--- config.mk ---
export PLATFORM = sky130hd
export DESIGN_NAME = lsu
export DESIGN_NICKNAME = d
export VERILOG_FILES = /design/src/rtl/risc_pkg.sv /design/src/rtl/lsu_align.sv /design/src/rtl/lsu.sv
export SDC_FILE = /design/constraint.sdc
export NUM_CORES = 1
export LEC_CHECK = 0
export ABC_AREA = 1
export BUFFER_PORTS_ARGS = -buffer_cell sky130_fd_sc_hd__buf_2
export CORE_ASPECT_RATIO = 1.5
export CORE_UTILIZATION = 44
export DETAILED_ROUTE_END_ITERATION = 8
export PLACE_DENSITY_LB_ADDON = 0.25
export SYNTH_ARGS = -nofsm -noshare
export SYNTH_HDL_FRONTEND = slang
export SYNTH_SLANG_ARGS = --single-unit
export TNS_END_PERCENT = 20
--- constraint.sdc ---
create_clock -name clk -period 1.5 [get_ports clk]
set_input_delay 0.3 -clock clk [delete_from_list [all_inputs] [get_ports clk]]
set_output_delay 0.3 -clock clk [all_outputs]
set_load 0.03 [all_outputs]
--- src/rtl/risc_pkg.sv ---
// rtl/risc_pkg.sv - shared core types: LSU operation encoding and LSU FSM states.
package risc_pkg;

  typedef enum logic [3:0] {
    LSU_NONE,
    LSU_LB,
    LSU_LH,
    LSU_LW,
    LSU_LBU,
    LSU_LHU,
    LSU_SB,
    LSU_SH,
    LSU_SW
  } op_enum_lsu;

  typedef enum logic [1:0] {
    S_IDLE,
    S_REQ,
    S_WAIT,
    S_DONE
  } lsu_state_t;

  function automatic logic lsu_is_store(op_enum_lsu op);
    return (op == LSU_SB) || (op == LSU_SH) || (op == LSU_SW);
  endfunction

endpackage

--- src/rtl/lsu_align.sv ---
// rtl/lsu_align.sv - combinational lane logic: store byte enables/replication,
// misalignment detect and load lane select with sign/zero extension.
module lsu_align
  import risc_pkg::*;
#(
  parameter int XLEN = 32
) (
  input  op_enum_lsu        st_op,
  input  logic [1:0]        st_off,
  input  logic [XLEN-1:0]   st_data,
  output logic [XLEN/8-1:0] st_be,
  output logic [XLEN-1:0]   st_wdata,
  output logic              st_misalign,
  input  op_enum_lsu        ld_op,
  input  logic [1:0]        ld_off,
  input  logic [XLEN-1:0]   ld_raw,
  output logic [XLEN-1:0]   ld_data
);

  logic [7:0]  ld_byte;
  logic [15:0] ld_half;

  always_comb begin
    st_be       = 4'b1111;
    st_wdata    = st_data;
    st_misalign = 1'b0;
    case (st_op)
      LSU_SB: begin
        st_be    = 4'b0001 << st_off;
        st_wdata = {4{st_data[7:0]}};
      end
      LSU_SH: begin
        st_be       = 4'b0011 << {st_off[1], 1'b0};
        st_wdata    = {2{st_data[15:0]}};
        st_misalign = st_off[0];
      end
      LSU_LH, LSU_LHU: st_misalign = st_off[0];
      LSU_LW, LSU_SW:  st_misalign = |st_off;
      default: ;
    endcase
  end

  always_comb begin
    case (ld_off)
      2'd0:    ld_byte = ld_raw[7:0];
      2'd1:    ld_byte = ld_raw[15:8];
      2'd2:    ld_byte = ld_raw[23:16];
      default: ld_byte = ld_raw[31:24];
    endcase
    ld_half = ld_off[1] ? ld_raw[31:16] : ld_raw[15:0];
    case (ld_op)
      LSU_LB:  ld_data = {{24{ld_byte[7]}}, ld_byte};
      LSU_LBU: ld_data = {24'd0, ld_byte};
      LSU_LH:  ld_data = {{16{ld_half[15]}}, ld_half};
      LSU_LHU: ld_data = {16'd0, ld_half};
      default: ld_data = ld_raw;
    endcase
  end

endmodule

--- src/rtl/lsu.sv ---
// rtl/lsu.sv - load/store unit: one req/gnt/rvalid transaction per instruction.
// Defining LSU_TIMEOUT_EN adds a watchdog that aborts a stalled REQ/WAIT with lsu_fault.
module lsu
  import risc_pkg::*;
#(
  parameter int XLEN    = 32,
  parameter int TIMEOUT = 16
) (
  input  logic              clk,
  input  logic              rst_n,
  input  logic              lsu_valid,
  input  op_enum_lsu        lsu_op,
  input  logic [XLEN-1:0]   lsu_addr,
  input  logic [XLEN-1:0]   lsu_wdata,
  output logic              lsu_busy,
  output logic              lsu_done,
  output logic [XLEN-1:0]   lsu_rdata,
  output logic              lsu_misalign,
  output logic              lsu_fault,
  output logic              mem_req,
  output logic              mem_we,
  output logic [XLEN-1:0]   mem_addr,
  output logic [XLEN/8-1:0] mem_be,
  output logic [XLEN-1:0]   mem_wdata,
  input  logic              mem_gnt,
  input  logic              mem_rvalid,
  input  logic [XLEN-1:0]   mem_rdata
);

  lsu_state_t        state_q, state_d;
  logic [XLEN-1:0]   mem_addr_q, mem_addr_d;
  logic              mem_we_q, mem_we_d;
  logic [XLEN/8-1:0] mem_be_q, mem_be_d;
  logic [XLEN-1:0]   mem_wdata_q, mem_wdata_d;
  op_enum_lsu        op_q, op_d;
  logic [1:0]        off_q, off_d;
  logic [XLEN-1:0]   rdata_q, rdata_d;
  logic              misalign_q, misalign_d;
  logic              busy_c;
  logic              expired;

  logic [XLEN/8-1:0] st_be;
  logic [XLEN-1:0]   st_wdata;
  logic              st_misalign;
  logic [XLEN-1:0]   ld_data;

  lsu_align #(.XLEN(XLEN)) u_align (
    .st_op       (lsu_op),
    .st_off      (lsu_addr[1:0]),
    .st_data     (lsu_wdata),
    .st_be       (st_be),
    .st_wdata    (st_wdata),
    .st_misalign (st_misalign),
    .ld_op       (op_q),
    .ld_off      (off_q),
    .ld_raw      (mem_rdata),
    .ld_data     (ld_data)
  );

  always_comb begin
    state_d     = state_q;
    mem_addr_d  = mem_addr_q;
    mem_we_d    = mem_we_q;
    mem_be_d    = mem_be_q;
    mem_wdata_d = mem_wdata_q;
    op_d        = op_q;
    off_d       = off_q;
    rdata_d     = rdata_q;
    misalign_d  = 1'b0;
    busy_c      = 1'b0;
    case (state_q)
      S_IDLE: begin
        if (lsu_valid && (lsu_op != LSU_NONE)) begin
          busy_c = 1'b1;
          if (st_misalign) begin
            misalign_d = 1'b1;
            state_d    = S_DONE;
          end else begin
            mem_addr_d  = {lsu_addr[XLEN-1:2], 2'b00};
            mem_we_d    = lsu_is_store(lsu_op);
            mem_be_d    = st_be;
            mem_wdata_d = st_wdata;
            op_d        = lsu_op;
            off_d       = lsu_addr[1:0];
            state_d     = S_REQ;
          end
        end
      end
      S_REQ: begin
        busy_c = 1'b1;
        if (mem_gnt) begin
          state_d = lsu_is_store(op_q) ? S_DONE : S_WAIT;
        end else if (expired) begin
          state_d = S_DONE;
        end
      end
      S_WAIT: begin
        busy_c = 1'b1;
        if (mem_rvalid) begin
          rdata_d = ld_data;
          state_d = S_DONE;
        end else if (expired) begin
          state_d = S_DONE;
        end
      end
      default: state_d = S_IDLE;
    endcase
  end

  always_ff @(posedge clk) begin
    if (!rst_n) begin
      state_q     <= S_IDLE;
      mem_addr_q  <= '0;
      mem_we_q    <= 1'b0;
      mem_be_q    <= '0;
      mem_wdata_q <= '0;
      op_q        <= LSU_NONE;
      off_q       <= 2'b00;
      rdata_q     <= '0;
      misalign_q  <= 1'b0;
    end else begin
      state_q     <= state_d;
      mem_addr_q  <= mem_addr_d;
      mem_we_q    <= mem_we_d;
      mem_be_q    <= mem_be_d;
      mem_wdata_q <= mem_wdata_d;
      op_q        <= op_d;
      off_q       <= off_d;
      rdata_q     <= rdata_d;
      misalign_q  <= misalign_d;
    end
  end

`ifdef LSU_TIMEOUT_EN
  localparam int CNT_W = (TIMEOUT > 2) ? $clog2(TIMEOUT) : 1;
  logic [CNT_W-1:0] cnt_q, cnt_d;
  logic             fault_q, fault_d;

  assign expired = (cnt_q == CNT_W'(TIMEOUT - 1));

  // The counter restarts on every state change, so it measures time in the current REQ/WAIT.
  always_comb begin
    cnt_d   = cnt_q;
    fault_d = 1'b0;
    if (state_d != state_q) begin
      cnt_d = '0;
    end else if ((state_q == S_REQ) || (state_q == S_WAIT)) begin
      cnt_d = cnt_q + 1'b1;
    end
    if (expired && (((state_q == S_REQ) && !mem_gnt) || ((state_q == S_WAIT) && !mem_rvalid))) begin
      fault_d = 1'b1;
    end
  end

  always_ff @(posedge clk) begin
    if (!rst_n) begin
      cnt_q   <= '0;
      fault_q <= 1'b0;
    end else begin
      cnt_q   <= cnt_d;
      fault_q <= fault_d;
    end
  end

  assign lsu_fault = (state_q == S_DONE) && fault_q;
`else
  assign expired   = 1'b0;
  assign lsu_fault = 1'b0;
`endif

  assign lsu_busy     = rst_n && busy_c;
  assign lsu_done     = (state_q == S_DONE);
  assign lsu_misalign = (state_q == S_DONE) && misalign_q;
  assign lsu_rdata    = rdata_q;
  assign mem_req      = (state_q == S_REQ);
  assign mem_we       = mem_we_q;
  assign mem_addr     = mem_addr_q;
  assign mem_be       = mem_be_q;
  assign mem_wdata    = mem_wdata_q;

endmodule
* Yosys cells after proc, flatten, opt, wreduce, memory -nomap -nowiden
Cells that the tools add are included.
Word-level totals: bits of input ports 105, flip-flop bits (word level) 108, logic and storage cells 66
Cells by class: bitwise logic cells 1, reduce and logical (&&, ||, !) cells 18, equality and inequality tests 21, shift operators 2, muxes and demuxes 15
Operator list (number):
- $pmux 32 s4 | 1
- $pmux 32 s2 | 1
- $eq 4x3->1 const B | 7
- $pmux 8 s3 | 1
- $mux 16 | 1
- $eq 4x2->1 const B | 3
- $reduce_and 3->1 | 3
- $eq 4x4->1 const B | 2
- $mux 2 | 4
- $pmux 4 s2 | 1
- $eq 2x2->1 const B | 3
- $pmux 2 s3 | 1
- $reduce_or 2->1 | 3
- $eq 2x1->1 const B | 2
- $eq 4x1->1 const B | 1
- $logic_not 2->1 | 2
- $logic_or 1x1->1 | 4
- $ne 2x2->1 const B | 2
- $pmux 1 s2 | 2
- $reduce_bool 4->1 | 1
- $shl 1x2->4 const A | 1
- $shl 2x2->4 const A | 1
- $logic_and 1x1->1 | 3
- $mux 1 | 3
- 4 further kinds | 4

* Longest topological paths before layout
depth in word-level cells 6, depth in mapped cells 10, depth with buffers taken out 10

* By module
Synthesis repeated with hierarchy kept, for this count alone.
Unflattened totals: cell total of the unflattened synthesis 819, area, all modules 5505.3 um^2
By module, submodules not included:
- lsu | times used 1, area each 3998.8 um^2, seq. area each 2162.1 um^2, cells each 508
- lsu_align | times used 1, area each 1506.4 um^2, seq. area each 0.0 um^2, cells each 311

* Worst setup path before layout
Ideal clock, no wire load.
path kind register -> output, start point reg state_q[0], end point out lsu_busy, path slack -0.380 ns, arrival 1.580 ns, data required time 1.200 ns, stages on the path, launching flop included 7, cells stage by stage dfxtp_1 inv_1 ha_1 inv_1 nor2_1 inv_1 a211oi_1
On the way: cells in the longest elaborated chain, start to end 4
RTL lines:
- start: declaration | RTL line lsu.sv:30 | lsu_state_t state_q, state_d;
- start signal: assignment | RTL line lsu.sv:122 | state_q <= state_d;
- $eq 2x1->1 / $eq 2x2->1 (equally long branches) | RTL line lsu.sv:71 | case (state_q)
- $reduce_or 2->1 (no source line)
- $pmux 1 s2 (*) | RTL line lsu.sv:71
- $logic_and 1x1->1 (*) | RTL line lsu.sv:171 | assign lsu_busy = rst_n && busy_c;
- end: declaration | RTL line lsu.sv:15 | output logic lsu_busy,
Mark *: on every way between the ends. The rest lies on a longest branch, timed or not.

* Worst setup path after layout
start point reg state_q[1], end point out lsu_busy
Same word-level chain as after synthesis.

==> qor.csv <==
metric;value;unit
fin nets;1134;
largest net degree at the start of global routing;53;
maximum fanout along the worst path;2;
endpoints failing setup;3;
die height;135;µm
Setup crit start;state_q[1];
yosys warns;0;
Pre-antenna DRT Iters;5;
slack of the critical path;-260;ps
Vias;6023;
Setup crit end kind;primary output;
Max Cap Violations;0;
GP Congestion;0.943;
final clock skew;7.18;ps
vias in the first global route;5397;
final hold vios;0;
Avg Vias per Cell;5.11;
Ports;211;
Final Cell Area;0.00747;mm²
achievable frequency;568;MHz
final period utilization;117;%
# H-tree levels;3;
RSZ-0062 raised after global routing;true;
n_diodes;0;
Hold Buf Count CTS;0;
Area Growth Syn to Fin;43.2;%
R2R Path Start;state_q[1];
Synth Register Bits;108;
Hold WC Path Type;primary input to flip-flop;
total CTS buffers;9;
critical path class;flip-flop to primary output;
global-route usage over all layers;25.8;%
drt total wl;17000;µm
Max Root-Sink Buffers;2;
Synth Cell Area;0.00522;mm²
TritonCTS clock tree;yes;
clk root buf;clkbuf_16;
initial antenna violation count;0;
DP Wirelength;11600;µm
Placed Area;0.00666;mm²
Leak Pwr;3.68;nW
row cnt;48;
Port Buffers;207;
share of layout cells above drive strength 1;33.6;%
first-pass GRT wire length;25600;µm
Clock Sinks;108;
Core Area;0.0115;mm²
GRT Residual Overflow;0;
post-synth cell types;27;
fin. max-slew vios;0;
crit path DAT;1460;ps
Filler Cell Count;1069;
fin crit period;1760;ps
Antenna Nets Post-Route;0;
Total Power;12.0;mW
Post-Syn Instances;787;
dpl ws;-146;ps
CTS clk-pin slew, worst paths;80;ps
Worst setup SP type;flip-flop;
Die X;90.9;µm
post-synthesis sequential area ratio;41.4;%
Worst Path Required;1200;ps
routed length per instance;14.4;µm
Hold Startpoint;lsu_addr[3];
Initial Utilization;45.2;%
failing checks;negative setup slack;
final routed DRC violation total;0;
die area;0.0123;mm²
clk_lat worst skew;350;ps
syn avg cell area;6.63;µm²
power per standard cell area;1610;mW/mm²
1st-iter DRT viols;283;
Peak VDD IR;0.00105;V
outcome;finished with violations;
==> Yosys cell counts <==
cell,n,area [µm²]
nand2_1,292,1100
a21oi_1,118,591
dfxtp_1,108,2160
nand3_1,50,250
nor2_1,45,169
inv_1,41,154
o21ai_0,28,140
clkbuf_1,21,78.8
nand4_1,16,100
buf_2,15,75.1
nor3_1,11,55.1
buf_6,8,90.1
buf_4,7,52.6
ha_1,4,50.1
inv_2,4,15.0
nand2_2,3,18.8
o211ai_1,3,22.5
nand3_2,2,20.0
nor2_4,2,22.5
o21bai_1,2,15.0
a211oi_1,1,7.51
a21boi_0,1,7.51
clkinv_1,1,3.75
conb_1,1,3.75
o21ai_1,1,5.00
o22ai_1,1,6.26
or2_1,1,6.26
==> path summary, 6_finish.rpt <==
kind	end	slack, ps	cells after the start
setup / recovery	lsu_busy	-260	7
hold / removal	mem_addr[3]	190	3
setup reg to reg	mem_addr[29]	10	10
hold reg to reg	mem_addr[7]	460	2
==> power by group <==
group          internal [mW]  switching (mW)  total (mW)
clock                   1.48            1.11        2.59
sequential              3.44           0.292        3.73
combinational           2.17            3.52        5.69
==> metrics by stage <==
step           hold WS (ps)  util, %  cells  TNS [ps]
2_1_floorplan           443        -    789         0
3_3_place_gp            449     57.8   1147     -2320
3_5_place_dp            453     57.8   1147     -6330
4_1_cts                 181     61.9   1170      -557
5_1_grt                 179     64.8   1179     -2060
6_report                188     64.8   1179      -455
==> cell families (layout without fill, tap and decap cells) <==
group | after synthesis | after routing | share of synthesized area (%)
fa+ha+maj | 4 | 4 | 0.959
other cells | 1 | 3 | 0.0719
flops | 108 | 108 | 41.4
compound gates | 155 | 155 | 15.2
buf+inv | 97 | 336 | 8.99
simple gates | 422 | 423 | 33.3
==> registers in the layout, summed over array words and instances (netlist names), 2 cells and up <==
register   count
state_q        2
op_q           4
off_q          2
mem_be         4
mem_addr      30
mem_wdata     32
lsu_rdata     32
==> layer usage <==
metal	share of wire [%]	vias to the layer above	global-route usage, %	wire [µm]
met4	4.2	0	13.7	717
li1	-	3015	-	-
met3	6.7	50	4.83	1140
met2	51	251	44.7	8640
met1	38	2707	30.2	6510
met5	0	-	0	0
==> critical path: stages (launching register included) <==
cell and delay [ps]:
dfxtp_2 330, inv_2 70, ha_4 150, inv_4 40
nor2_4 100, inv_2 50, a211oi_4 200, buf_6 170
==> final cells by class <==
| type | count | area, µm² | area share (%) |
|---|---|---|---|
| inverters | 46 | 198 | 2.65 |
| clock inverters | 6 | 96.3 | 1.29 |
| clock buffers | 9 | 225 | 3.01 |
| repair buffers | 275 | 1810 | 24.2 |
| flip-flops and latches | 108 | 2170 | 29.1 |
| multi-input cells | 585 | 2780 | 37.2 |
| well taps | 150 | 188 | 2.51 |
==> placed cells by master (no fill, tap or decap), types with 10 or more instances in the layout <==
cell	instances
nand3_1	50
buf_4	48
nor2_1	40
a21oi_1	109
o21ai_0	26
buf_2	203
clkbuf_16	14
buf_12	10
nand4_1	16
nand2_1	288
dfxtp_1	100
inv_1	34
==> repair_timing <==
action                     4_1_cts  5_1_grt
pin swaps                        5        8
buffers inserted                 7        6
cloned                           1        5
resized for setup               29       52
setup endpoints to repair       78       95
(Power assumes the default switching activity.)
